<file path="config.mk">
export PLATFORM = sky130hd
export DESIGN_NAME = uart_rx_byte
export DESIGN_NICKNAME = d
export VERILOG_FILES = /design/src/rtl/uart_rx_byte.sv
export SDC_FILE = /design/constraint.sdc
export NUM_CORES = 1
export LEC_CHECK = 0
export ABC_AREA = 1
export CORE_MARGIN = 4
export CORE_UTILIZATION = 25
export CTS_CLUSTER_SIZE = 10
export DETAILED_ROUTE_END_ITERATION = 8
export PLACE_DENSITY = 0.41
export SLEW_MARGIN = 10
export SYNTH_ARGS = -nofsm -noshare
export SYNTH_HDL_FRONTEND = slang
export SYNTH_SLANG_ARGS = --single-unit
</file>
<file path="constraint.sdc">
create_clock -name clk -period 2 [get_ports clk]
set_input_delay 0.4 -clock clk [delete_from_list [all_inputs] [get_ports clk]]
set_output_delay 0.4 -clock clk [all_outputs]
set_load 0.005 [all_outputs]
</file>
<file path="src/rtl/uart_rx_byte.sv">
// -----------------------------------------------------------------------------
// uart_rx_byte
//   Serial UART receiver. 8N1 by default, LSB first. The rx line is oversampled
//   OVERSAMPLE times per bit. A byte is presented on rx_data together with a
//   one-clock rx_done strobe only when its stop bit is good. A bad stop bit
//   raises frame_err instead, and rx_data keeps its old value. A start bit that
//   is not still low at its midpoint counts as a false start. It returns the
//   FSM to IDLE without any pulse.
//
//   Optional feature macro: UART_RX_PARITY_EN
//     When it is defined the frame is 8E1. A PARITY state sits between DATA and
//     STOP, and the extra output parity_err pulses for one clock when the
//     parity bit is wrong. A byte with a parity error never produces rx_done.
//
// Output pulses
//   rx_done, frame_err and parity_err are registered strobes, each exactly one
//   clock wide. There is no back-pressure: the consumer must take rx_data on
//   the cycle where rx_done is high. rx_data holds between frames.
//
// Ports
//   clk        in   1  system clock, rising edge
//   rst_n      in   1  asynchronous reset, active-low
//   rx         in   1  asynchronous serial input, idles high
//   rx_data    out  8  last correctly received byte
//   rx_done    out  1  1-clk pulse, rx_data just updated with a good byte
//   frame_err  out  1  1-clk pulse, stop bit sampled low
//   busy       out  1  high whenever the FSM is not in IDLE
//   parity_err out  1  (UART_RX_PARITY_EN only) 1-clk pulse, bad even parity
//
// Debug: the FSM state is held in state_q (type state_t). Checkers can reach it
// hierarchically.
// DIV = CLK_HZ/(BAUD*OVERSAMPLE) must be >= 2. OVERSAMPLE must be even and >= 8.
// -----------------------------------------------------------------------------
module uart_rx_byte #(
  parameter int CLK_HZ     = 65_000_000,
  parameter int BAUD       = 9_600,
  parameter int OVERSAMPLE = 16
) (
  input  logic       clk,
  input  logic       rst_n,
  input  logic       rx,
  output logic [7:0] rx_data,
  output logic       rx_done,
  output logic       frame_err,
  output logic       busy
`ifdef UART_RX_PARITY_EN
  ,
  output logic       parity_err
`endif
);

  localparam int DIV = CLK_HZ / (BAUD * OVERSAMPLE);
  localparam int TW  = (DIV > 1) ? $clog2(DIV) : 1;
  localparam int SW  = $clog2(OVERSAMPLE);

  localparam logic [TW-1:0] TICK_LAST = TW'(DIV - 1);
  localparam logic [SW-1:0] S_MID     = SW'(OVERSAMPLE / 2 - 1);
  localparam logic [SW-1:0] S_LAST    = SW'(OVERSAMPLE - 1);

  typedef enum logic [2:0] {
    S_IDLE,
    S_START,
    S_DATA,
    S_PARITY,
    S_STOP,
    S_BREAK
  } state_t;

  // 2-FF synchronizer. The flops reset to the idle-high line level, so a
  // reset release can never be mistaken for a start bit.
  logic rx_m, rx_s;

  always_ff @(posedge clk or negedge rst_n) begin
    if (!rst_n) begin
      rx_m <= 1'b1;
      rx_s <= 1'b1;
    end else begin
      rx_m <= rx;
      rx_s <= rx_m;
    end
  end

  // Free-running oversample tick generator.
  logic [TW-1:0] t_cnt;
  logic          tick;

  assign tick = (t_cnt == TICK_LAST);

  always_ff @(posedge clk or negedge rst_n) begin
    if (!rst_n) t_cnt <= '0;
    else if (tick) t_cnt <= '0;
    else t_cnt <= t_cnt + 1'b1;
  end

  // FSM state and datapath registers.
  state_t        state_q, state_d;
  logic [SW-1:0] s_cnt_q, s_cnt_d;
  logic [2:0]    b_cnt_q, b_cnt_d;
  logic [7:0]    shreg_q, shreg_d;
  logic [7:0]    rx_data_d;
  logic          done_d, ferr_d;
`ifdef UART_RX_PARITY_EN
  logic          par_bad_q, par_bad_d;
  logic          perr_d;
`endif

  always_ff @(posedge clk or negedge rst_n) begin
    if (!rst_n) begin
      state_q    <= S_IDLE;
      s_cnt_q    <= '0;
      b_cnt_q    <= '0;
      shreg_q    <= '0;
      rx_data    <= '0;
      rx_done    <= 1'b0;
      frame_err  <= 1'b0;
`ifdef UART_RX_PARITY_EN
      par_bad_q  <= 1'b0;
      parity_err <= 1'b0;
`endif
    end else begin
      state_q    <= state_d;
      s_cnt_q    <= s_cnt_d;
      b_cnt_q    <= b_cnt_d;
      shreg_q    <= shreg_d;
      rx_data    <= rx_data_d;
      rx_done    <= done_d;
      frame_err  <= ferr_d;
`ifdef UART_RX_PARITY_EN
      par_bad_q  <= par_bad_d;
      parity_err <= perr_d;
`endif
    end
  end

  // Next-state logic. Nothing moves except on tick cycles. The pulse
  // requests default to 0, so each registered strobe lasts exactly one clock.
  always_comb begin
    state_d   = state_q;
    s_cnt_d   = s_cnt_q;
    b_cnt_d   = b_cnt_q;
    shreg_d   = shreg_q;
    rx_data_d = rx_data;
    done_d    = 1'b0;
    ferr_d    = 1'b0;
`ifdef UART_RX_PARITY_EN
    par_bad_d = par_bad_q;
    perr_d    = 1'b0;
`endif
    if (tick) begin
      case (state_q)
        S_IDLE: begin
          if (!rx_s) begin
            state_d = S_START;
            s_cnt_d = '0;
          end
        end
        S_START: begin
          // Re-check the line half a bit after the falling edge. Anything
          // shorter is treated as noise.
          if (s_cnt_q == S_MID) begin
            if (!rx_s) begin
              state_d = S_DATA;
              s_cnt_d = '0;
              b_cnt_d = '0;
            end else begin
              state_d = S_IDLE;
            end
          end else begin
            s_cnt_d = s_cnt_q + 1'b1;
          end
        end
        S_DATA: begin
          if (s_cnt_q == S_LAST) begin
            shreg_d = {rx_s, shreg_q[7:1]};
            s_cnt_d = '0;
            if (b_cnt_q == 3'd7) begin
`ifdef UART_RX_PARITY_EN
              state_d = S_PARITY;
`else
              state_d = S_STOP;
`endif
            end else begin
              b_cnt_d = b_cnt_q + 1'b1;
            end
          end else begin
            s_cnt_d = s_cnt_q + 1'b1;
          end
        end
`ifdef UART_RX_PARITY_EN
        S_PARITY: begin
          if (s_cnt_q == S_LAST) begin
            s_cnt_d   = '0;
            par_bad_d = ((^shreg_q) != rx_s);
            perr_d    = ((^shreg_q) != rx_s);
            state_d   = S_STOP;
          end else begin
            s_cnt_d = s_cnt_q + 1'b1;
          end
        end
`endif
        S_STOP: begin
          if (s_cnt_q == S_LAST) begin
            s_cnt_d = '0;
            if (rx_s) begin
              state_d = S_IDLE;
`ifdef UART_RX_PARITY_EN
              if (!par_bad_q) begin
                rx_data_d = shreg_q;
                done_d    = 1'b1;
              end
`else
              rx_data_d = shreg_q;
              done_d    = 1'b1;
`endif
            end else begin
              ferr_d  = 1'b1;
              state_d = S_BREAK;
            end
          end else begin
            s_cnt_d = s_cnt_q + 1'b1;
          end
        end
        S_BREAK: begin
          // A line held low would otherwise look like endless start bits.
          if (rx_s) state_d = S_IDLE;
        end
        default: state_d = S_IDLE;
      endcase
    end
  end

  assign busy = (state_q != S_IDLE);

endmodule

</file>
# Yosys cells after proc, flatten, opt, wreduce, memory -nomap -nowiden
# Index checks and enable logic that the tools add are counted.
[totals] register_bits=39 latch_bits=0 mem_bits_rw=0 mem_bits_ro=0 in_bits=3 wordCells=66 memories=0
[classes] addsub=3 mul=0 div_mod_pow=0 magnitude_cmp=0 n_eq_ne=16 shifts=0 mux=27 bitwise=0 reduce_logical=10
[op_table] op="3-bit two-way mux" n=11
[op_table] op="2-bit inequality test, second input constant" n=8
[op_table] op="3-bit case mux with 5 select lines" n=1
[op_table] op="4-bit two-way mux" n=3
[op_table] op="4-bit case mux with 3 select lines" n=1
[op_table] op="9-bit by 1-bit adder with 9-bit output, second input constant" n=1
[op_table] op="3-bit equality test, second input constant" n=3
[op_table] op="9-bit equality test, second input constant" n=1
[op_table] op="9-bit two-way mux" n=1
[op_table] op="1-bit two-way mux" n=8
[op_table] op="7-bit AND reduction" n=1
[op_table] op="3-bit case mux with 2 select lines" n=1
[op_table] op="6-bit AND reduction" n=1
[op_table] op="3-bit nonzero test" n=2
[op_table] op="4-bit by 1-bit adder with 4-bit output, second input constant" n=1
[op_table] op="4-bit by 3-bit equality test with 1-bit output, second input constant" n=1
[op_table] op="4-bit equality test, second input constant" n=1
[op_table] op="4-bit AND reduction" n=1
[op_table] op="3-bit by 1-bit adder with 3-bit output, second input constant" n=1
[op_table] op="3-bit by 1-bit equality test with 1-bit output, second input constant" n=1
[op_table] op="3-bit by 2-bit equality test with 1-bit output, second input constant" n=1
[op_table] op="3-bit zero test" n=1
[op_table] op="3-bit AND reduction" n=1
[op_table] op="2-bit two-way mux" n=1
[op_table] op="other kinds (3)" n=3

# Longest topological paths before layout
# Gate-level depths: netlist of the first run.
[logic_depth] depth_word=4 depth_mapped=11 depth_no_buf=11

# Worst setup path after synthesis of the first run
# Ideal clock, no wire load.
[synth_path] kind="register -> register" from="register t_cnt[0]" to="register rx_data[6]" setup_ns=0.118 arrival_ns=1.358 t_required_ns=1.882 slack_ns=0.523 stages_incl_launch_ff=11 synth_period_minus_slack_ns=1.477 path_cell_list="dfrtp_1 -> inv_1 -> ha_1 -> nand2_2 -> nor2_4 -> nand3_4 -> nor2_8 -> nand2_4 -> buf_6 -> nand2_1 -> o21ai_2"
[synth_between] elab_chain_cells=2
[synth_rtl] item="from (decl)" line_no="84" text="logic [TW-1:0] t_cnt;"
[synth_rtl] item="from (signal assigned)" line_no="92" text="else t_cnt <= t_cnt + 1'b1;"
[synth_rtl] item="9-bit equality test" line_no="87" text="assign tick = (t_cnt == TICK_LAST);"
[synth_rtl] item="4-bit AND reduction (no line)"
[synth_rtl] item="to (signal assigned)" line_no="125" text="rx_data <= rx_data_d;"
[synth_rtl] item="to (decl)" line_no="42" text="output logic [7:0] rx_data,"
# Every way passes these cells.
# A chain may end at the register's enable or synchronous reset.

# Final worst setup path of the first run
[layout_path] from="register state_q[2]" to="output busy"
[layout_between] elab_chain_cells=1
[layout_rtl] item="from (decl)" line_no="96" text="state_t state_q, state_d;"
[layout_rtl] item="from (signal assigned)" line_no="121" text="state_q <= state_d;"
[layout_rtl] item="3-bit nonzero test" line_no="232" text="assign busy = (state_q != S_IDLE);"
[layout_rtl] item="to (decl)" line_no="45" text="output logic busy"
# Every way passes these cells.

==> results.txt, run 1 <==
Int Power: 0.00105 W
Net Sw Frac: 23.9%
Worst hold slack: 0.0321 ns
Largest net degree at the start of global routing: 25
Buf+Inv Stages, Crit Path: 2
First-pass GRT wire length: 8030 um
Post-synthesis sequential area ratio: 45.2%
Post-route cell area: 2510 um^2
Rows: 33
CP Launch Type: flip-flop
Synth cell types: 25
Clock period minus worst slack: 1.86 ns
#FFs+latches synth: 39
Final Max Tran Viols: 0
Crit path largest cell delay: 0.50 ns
Max Fclk: 0.538 GHz
Via count: 1,655
Reg clk slew, reported paths: 0.08 ns
Clock Power Share: 40.1%
Power density over the cells: 546 nW/um^2
Die Y: 101 um
Post-synth top area share: 42.8%
Relative slew slack: 71.8%
Synth Instances: 263
Fin Setup TNS: 0 ns
Final WL: 4520 um
Dpl cell area: 2430 um^2
Root buffer cell: clkbuf_8
Final Core Density: 30.3%
RSZ-0062 raised after global routing: false
Die Wd: 101 um
CTS H-tree lvls: 2
1st-iter DRT viols: 88
Reported net switching power: 0.000328 W
Starting Density: 26.1%
Placed insts: 381
Register share of total power: 57.8%
Total grt overflow: 0
Layout area overhead: 16.1%
Antenna violations before repair: 0
# Max-Cap Violations: 0
Comb pwr share: 2.1%
DRT antenna net count: 0
CTS tree: built
Worst slew pin tran: 0.424 ns
Bufs on Longest Clock Path: 2
Yosys top cell by area: dfrtp_1
Required time of the critical path: 1.60 ns
Post-Syn Area: 2160 um^2
Peak VDD IR: 0.249 mV
Vias in the first global route: 1,678
Post-DR wirelength/cell: 11.6 um
Diode count: 0
Core ar.: 8300 um^2
Vias per cell: 4.25
Syn Area/Cell: 8.23 um^2
Drt first pass iters: 5
TritonCTS buffer count: 5
Clock Latency Late Sink: 0.30 ns
GP Congestion: 0.788
Fin Clk Skew: 0.0138 ns
GRT Total Usage: 10.0%
WP data arrival: 1.46 ns
Syn nets: 271
Status: finished clean
Crit. End Element: output pin
Port Buffers: 13
Die area: 10,200 um^2
Hold/Removal Path Class: in2async
Largest cells by area after synthesis: dfrtp_1 (43%), nand2_1 (13%), inv_1 (6.2%)
Ratio of cells with drive above 1 in the final layout: 17.6%
Final worst path period share: 92.9%
Post-DP HPWL: 3280 um
Clk sinks: 39
Fillers: 883
Top Ports: 14
Setup CP Type: reg2out
Final setup fails: 0
Critical path cell sequence: inv_1, nand2_1, clkdlybuf4s50_1
Static Leak: 1.30 nW
Layout Nets: 291
Yosys warns: 0
DR DRC count: 0
Setup Buffers After CTS: 0
Delay-heaviest family, CP: buffers and inverters
Final Hold Vio Count: 0
Multi-input logic area: 1020 um^2
Register Area: 980 um^2
Maximum fanout along the worst path: 9
Highest-delay cell along the critical path: dfrtp_2
Fin cells: 389
per-stage QoR:
step	worst slack [ns]	total power (W)
5_1_grt	0.0568	0.00144
3_5_place_dp	0.323	0.000841
2_1_floorplan	0.523	0.000813
4_1_cts	0.117	0.00140
3_3_place_gp	0.344	0.000841
6_report	0.141	0.00137
logic make-up after synthesis:
| kind of cell | Yosys count | synth area share (%) |
|---|---|---|
| AND/OR/NAND/NOR | 153 | 35.4 |
| buffers and inverters | 40 | 7.80 |
| flip-flops | 39 | 45.2 |
| AO/OA/AOI/OAI | 26 | 8.67 |
| adder cells (fa/ha/maj) | 5 | 2.89 |
path summary, 6_finish.rpt:
| path | startpoint | to | slack [ns] | cells past startpoint |
|---|---|---|---|---|
| hold / removal | rst_n | state_q[2] | 0.03 | 1 |
| setup / recovery | state_q[2] | busy | 0.14 | 3 |
| max in group asynchronous | rst_n | rx_s | 1.42 | 2 |
| min in group clk | rx_m | rx_s | 0.38 | 0 |
| setup reg to reg | t_cnt[0] | state_q[0] | 0.37 | 9 |
| hold reg to reg | rx_m | rx_s | 0.38 | 0 |
cell usage after synthesis, drive strengths merged:
library cell   n
ha             5
nor3           3
nand4          3
a21oi          3
a31oi          1
nor2          27
nand3b         6
dfstp          2
nand2         85
nand3         28
inv           37
buf            3
nor4           1
o21ai         22
dfrtp         37
cell type report:
class                   count  area share (%)
inverters                  37            5.53
flip-flops and latches     39            39.0
clock buffers               6            2.89
repair buffers             16            6.37
well taps                 105            5.23
clock inverters             2           0.548
multi-input cells         184            40.5
sequential cells by signal, indices dropped and copies added (netlist names):
name	cells
b_cnt_q	3
frame_err	1
rx_data	8
rx_done	1
rx_m	1
rx_s	1
s_cnt_q	4
shreg_q	8
state_q	3
t_cnt	9
power groups by stage:
stage	sequential [W]	combinational, W	clock (W)
after floorplan	0.000809	0.00000416	0
after global placement	0.000810	0.0000314	0
after detailed placement	0.000810	0.0000308	0
after CTS	0.000794	0.0000309	0.000579
after global routing	0.000795	0.0000339	0.000610
final	0.000794	0.0000286	0.000551
worst register-to-register path, stage by stage, from the launching register on:
cell     delay (ns)
dfrtp_1        0.42
inv_1          0.07
ha_1           0.15
nand2_2        0.07
nor2_4         0.12
nand3_4        0.16
nor2_1         0.28
nand2_1        0.13
nand2_1        0.07
nand2_1        0.05
metal layers:
metal | routed length, um | global-route usage (%) | share of wire [%]
met1 | 2270 | 13.4 | 50
met2 | 2020 | 15.5 | 45
met3 | 152 | 2.70 | 3.4
met4 | 77 | 3.68 | 1.7
met5 | 0 | 0 | 0
timing repair:
item,CTS,global route
setup endpoints to repair,1,0
hold buffers,0,0
gates resized for setup,1,0
layout by cell type, fill, tap and decap left out:
| master | synthesis | layout |
|---|---|---|
| nor4_1 | 1 | 1 |
| buf_4 | 1 | 2 |
| clkbuf_1 | 0 | 1 |
| nor2_8 | 1 | 1 |
| nor3_1 | 3 | 3 |
| clkinv_2 | 0 | 1 |
| dfrtp_1 | 37 | 36 |
| inv_1 | 36 | 36 |
| nand4_1 | 3 | 3 |
| buf_2 | 0 | 1 |
| clkbuf_8 | 0 | 5 |
| nand2_4 | 3 | 3 |
| nor2_4 | 4 | 4 |
| clkinv_4 | 0 | 1 |
| ha_1 | 5 | 5 |
| nor2_2 | 4 | 4 |
| a21oi_1 | 3 | 3 |
| clkdlybuf4s50_1 | 0 | 12 |
| dfstp_2 | 2 | 2 |
| o21ai_0 | 7 | 7 |
| nand2_1 | 77 | 77 |
| a31oi_1 | 1 | 1 |
| nand2_2 | 5 | 5 |
| o21ai_2 | 15 | 15 |
| nand3_1 | 25 | 25 |
| nor2_1 | 18 | 18 |
| nand3b_1 | 6 | 6 |
| inv_2 | 1 | 1 |
| nand3_2 | 1 | 1 |
| nand3_4 | 2 | 2 |
| buf_12 | 0 | 1 |
| dfrtp_2 | 0 | 1 |
No activity file was read; power rests on OpenSTA's default activity.
==> run 2: changes to the inputs <==
--- a/config.mk
+++ b/config.mk
@@ -10,6 +10,7 @@
 export CORE_UTILIZATION = 25
 export CTS_CLUSTER_SIZE = 10
 export DETAILED_ROUTE_END_ITERATION = 8
+export MAX_ROUTING_LAYER = met4
 export PLACE_DENSITY = 0.41
 export SLEW_MARGIN = 10
 export SYNTH_ARGS = -nofsm -noshare
==> results.txt, run 2 (synthesized netlist as in run 1, its figures left out) <==
Required time of the critical path: 1.60 ns
CTS H-tree lvls: 2
Worst hold slack: 0.0311 ns
First-pass GRT wire length: 8040 um
Top Ports: 14
Root buffer cell: clkbuf_8
Maximum fanout along the worst path: 7
Die Wd: 101 um
Final WL: 4540 um
WP data arrival: 1.46 ns
Final Hold Vio Count: 0
CP endpoint: busy
Final setup fails: 0
Fin Setup TNS: 0 ns
Antenna violations before repair: 0
Max Fclk: 0.538 GHz
Bufs on Longest Clock Path: 2
Rows: 33
Top reg by flops: t_cnt
Relative slew slack: 72.0%
Final Max Tran Viols: 0
Total power: 0.00137 W
Crit path largest cell delay: 0.53 ns
Critical path cell sequence: nor2_2, nand2_1, clkdlybuf4s50_1
Vias in the first global route: 1,680
Hold/Removal Path Class: in2async
GRT Total Usage: 10.3%
Reg-to-Reg Start: s_cnt_q[0]
Highest-delay cell along the critical path: dfrtp_1
DRT antenna net count: 0
Setup crit start: state_q[0]
1st-iter DRT viols: 90
Post-DR wirelength/cell: 11.7 um
Setup CP Type: reg2out
Worst slew pin tran: 0.421 ns
Buf+Inv Stages, Crit Path: 1
RSZ-0062 raised after global routing: false
Commonest non-fill, non-tap cell in the layout: nand2_1
CP Launch Type: flip-flop
Diode count: 0
DR DRC count: 0
FF-to-FF path depth: 8
Drt first pass iters: 4
# Max-Cap Violations: 0
Layout area overhead: 16.1%
CTS tree: built
Die Y: 101 um
Met2 WL: 2020 um
Ratio of cells with drive above 1 in the final layout: 17.6%
Core ar.: 8300 um^2
Via count: 1,663
Top sig layer: met4
GP Congestion: 0.799
Port Buffers: 13
Crit path depth: 3
Starting Density: 26.1%
Setup Buffers After CTS: 0
Total grt overflow: 0
Reg clk slew, reported paths: 0.08 ns
Final worst path period share: 92.9%
Delay-heaviest family, CP: flip-flops
Fin Clk Skew: 0.0131 ns
Worst R2R End: state_q[0]
Post-route cell area: 2510 um^2
Worst reg-to-reg setup slack: 0.37 ns
Largest net degree at the start of global routing: 25
Layout Nets: 291
Crit. End Element: output pin
Met3 WL: 109 um
WL met1: 2340 um
Final Core Density: 30.3%
Static Leak: 1.30 nW
Hold_buf cts: 0
Clk sinks: 39
Status: finished clean
Commonest non-fill, non-tap cells in the layout: nand2_1 (77), inv_1 (36), dfrtp_1 (36)
Dpl cell area: 2430 um^2
Post-DP HPWL: 3280 um
Die area: 10,200 um^2
TritonCTS buffer count: 5
Biggest regs: t_cnt: 9 flops, rx_data: 8 flops, shreg_q: 8 flops
Peak VDD IR: 0.249 mV
Post-CTS sizing: 1
Clock period minus worst slack: 1.86 ns
Max FFs per register: 9
Clock Latency Late Sink: 0.30 ns
Vias per cell: 4.28
Power density over the cells: 547 nW/um^2
## run 2: cell counts in the layout (fill, tap and decap cells not counted)
No cell type changed its count.
## run 2: worst min path at each step
| stage | to | slack [ns] |
|---|---|---|
| global placement | rx_s | 0.35 |
| floorplan | b_cnt_q[0] | 0.10 |
| detailed placement | rx_s | 0.35 |
| CTS | shreg_q[5] | 0.04 |
| finish | state_q[2] | 0.03 |
| global route | rx_data[6] | 0.06 |
## run 2: metal layers
| metal | track usage (%) | up-vias |
|---|---|---|
| met5 | - | - |
| met4 | 3.68 | 0 |
| met3 | 2.70 | 7 |
| met2 | 15.5 | 20 |
| met1 | 13.4 | 761 |
| li1 | - | 875 |
## run 2: area by class of cell
| cell class | count | area (um^2) |
|---|---|---|
| fill | 883 | 5790 |
| multi-input combinational | 184 | 1020 |
| sequential | 39 | 980 |
| timing repair buffer | 16 | 160 |
| inverter | 37 | 139 |
| tap | 105 | 131 |
| clock buffer | 6 | 72.6 |
| clock inverter | 2 | 13.8 |
## run 2: report_power, final
part           internal (W)  leakage [nW]  switching, W
Combinational    0.00000765         0.731     0.0000208
Sequential         0.000792         0.522    0.00000294
Clock              0.000247        0.0452      0.000305
## run 2: metrics by stage
step | setup slack (ns) | instances
final | 0.142 | 389
after CTS | 0.117 | 389
after detailed placement | 0.323 | 381
after global placement | 0.344 | 381
after floorplan | 0.523 | 263
after global routing | 0.0568 | 389
==> run 3: changes to the inputs <==
--- a/config.mk
+++ b/config.mk
@@ -6,7 +6,8 @@
 export NUM_CORES = 1
 export LEC_CHECK = 0
 export ABC_AREA = 1
-export CORE_MARGIN = 4
+export CAP_MARGIN = 20
+export CORE_MARGIN = 5
 export CORE_UTILIZATION = 25
 export CTS_CLUSTER_SIZE = 10
 export DETAILED_ROUTE_END_ITERATION = 8
==> results.txt, run 3 (synthesized netlist as in run 1, its figures left out) <==
Status: finished clean
Fin Clk Skew: 0.0112 ns
Port Buffers: 13
Die area: 10,600 um^2
Final setup fails: 0
Clock period minus worst slack: 1.85 ns
TritonCTS buffer count: 5
Crit path setup slack, layout: 0.152 ns
GP Congestion: 0.838
Final Max Tran Viols: 0
Starting Density: 25.2%
Multi-input logic area: 1020 um^2
DR DRC count: 0
Critical path cell sequence: nor2_2, nand2_1, clkdlybuf4s50_1
Antenna violations before repair: 0
Worst slack at placement: 0.347 ns
Fillers: 941
Total grt overflow: 0
Crit path largest cell delay: 0.52 ns
Relative slew slack: 65.2%
GRT Total Usage: 9.84%
Post-DP HPWL: 3230 um
Root buffer cell: clkbuf_8
Via count: 1,674
Setup CP Type: reg2out
Commonest non-fill, non-tap cell in the layout: nand2_1
Vias per cell: 4.27
Layout Nets: 291
Worst slew pin tran: 0.522 ns
Peak VDD IR: 0.235 mV
Post-DR wirelength/cell: 11.5 um
CTS tree: built
Bufs on Longest Clock Path: 2
FF-to-FF path depth: 8
Max Fclk: 0.541 GHz
Hold/Removal Path Class: in2async
Crit. End Element: output pin
Required time of the critical path: 1.60 ns
Highest-delay cell along the critical path: dfrtp_1
Worst R2R End: state_q[2]
Static Leak: 1.30 nW
Top Ports: 14
Biggest regs: t_cnt: 9 flops, rx_data: 8 flops, shreg_q: 8 flops
Largest net degree at the start of global routing: 40
CP endpoint: busy
First-pass GRT wire length: 7990 um
Worst reg-to-reg setup slack: 0.31 ns
Die Wd: 103 um
Diode count: 0
CP Launch Type: flip-flop
Register Area: 978 um^2
DRT antenna net count: 0
Hold_buf cts: 0
CTS H-tree lvls: 2
Power density over the cells: 562 nW/um^2
Setup crit start: state_q[0]
# Max-Cap Violations: 0
Drt first pass iters: 4
Final Hold Vio Count: 0
Rows: 34
Vias in the first global route: 1,642
Die Y: 103 um
Ratio of cells with drive above 1 in the final layout: 17.6%
Reg clk slew, reported paths: 0.09 ns
Top reg by flops: t_cnt
Fin Setup TNS: 0 ns
WP data arrival: 1.45 ns
Reg-to-Reg Start: s_cnt_q[0]
Final worst path period share: 92.4%
Commonest non-fill, non-tap cells in the layout: nand2_1 (77), dfrtp_1 (37), inv_1 (36)
Layout area overhead: 16.2%
Clk sinks: 39
Clock Latency Late Sink: 0.30 ns
Final WL: 4510 um
Core ar.: 8590 um^2
Maximum fanout along the worst path: 7
Setup Buffers After CTS: 0
RSZ-0062 raised after global routing: false
Post-CTS sizing: 0
1st-iter DRT viols: 88
Max FFs per register: 9
-- run 3: cell count changes in the layout (fill, tap and decap cells not counted) --
cell        previous run  this run
clkinv_2               1         0
buf_4                  2         3
dfrtp_1               36        37
dfrtp_2                1         0
buf_12                 1         0
clkbuf_8               5         6
clkbuf_1               1         0
clkinvlp_4             0         1
-- run 3: routing by layer --
| metal | vias to the layer above | GRT usage, % | wire length, um |
|---|---|---|---|
| met3 | 6 | 1.83 | 104 |
| met5 | - | - | 0 |
| li1 | 876 | - | - |
| met2 | 19 | 14.8 | 2060 |
| met4 | 0 | 3.98 | 61 |
| met1 | 773 | 13.0 | 2290 |
-- run 3: area by class of cell --
type	instances	share of cell area, %
well taps	108	5.37
clock inverters	2	0.646
flip-flops and latches	39	38.9
repair buffers	16	5.87
inverters	37	5.52
multi-input cells	184	40.4
clock buffers	6	3.28
-- run 3: how the worst min path moves through the flow --
stage          cells after the start  start    endpoint  slack, ns
3_3_place_gp                       0   rx_m        rx_s       0.36
5_1_grt                            2  rst_n  s_cnt_q[1]       0.21
4_1_cts                            2  rst_n  s_cnt_q[1]       0.18
3_5_place_dp                       0   rx_m        rx_s       0.36
6_report                           2  rst_n  state_q[0]       0.16
2_1_floorplan                      0  rst_n  b_cnt_q[0]       0.10
-- run 3: worst max-delay path, delay by kind of cell, from the launching register on --
kind                   cells  cell delay [ns]
DFF                        1             0.52
and+or+nand+nor            2             0.14
buffers and inverters      1             0.49
-- run 3: metrics by stage --
step                      hold slack, ns  utilization, %  cells  power, W  instance area [um^2]
after global placement             0.363            28.1    384  0.000838                  2420
after floorplan                    0.104               -    263  0.000813                  2160
final                              0.160            29.3    392   0.00141                  2520
after CTS                          0.182            29.3    392   0.00145                  2520
after detailed placement           0.360            28.1    384  0.000838                  2420
after global routing               0.212            29.3    392   0.00147                  2520
-- run 3: power breakdown --
part	leakage, nW	switching [W]	internal [W]
Clock	0.0474	0.000312	0.000282
Combinational	0.726	0.0000205	0.00000504
Sequential	0.524	0.00000269	0.000792
Total	1.30	0.000335	0.00108
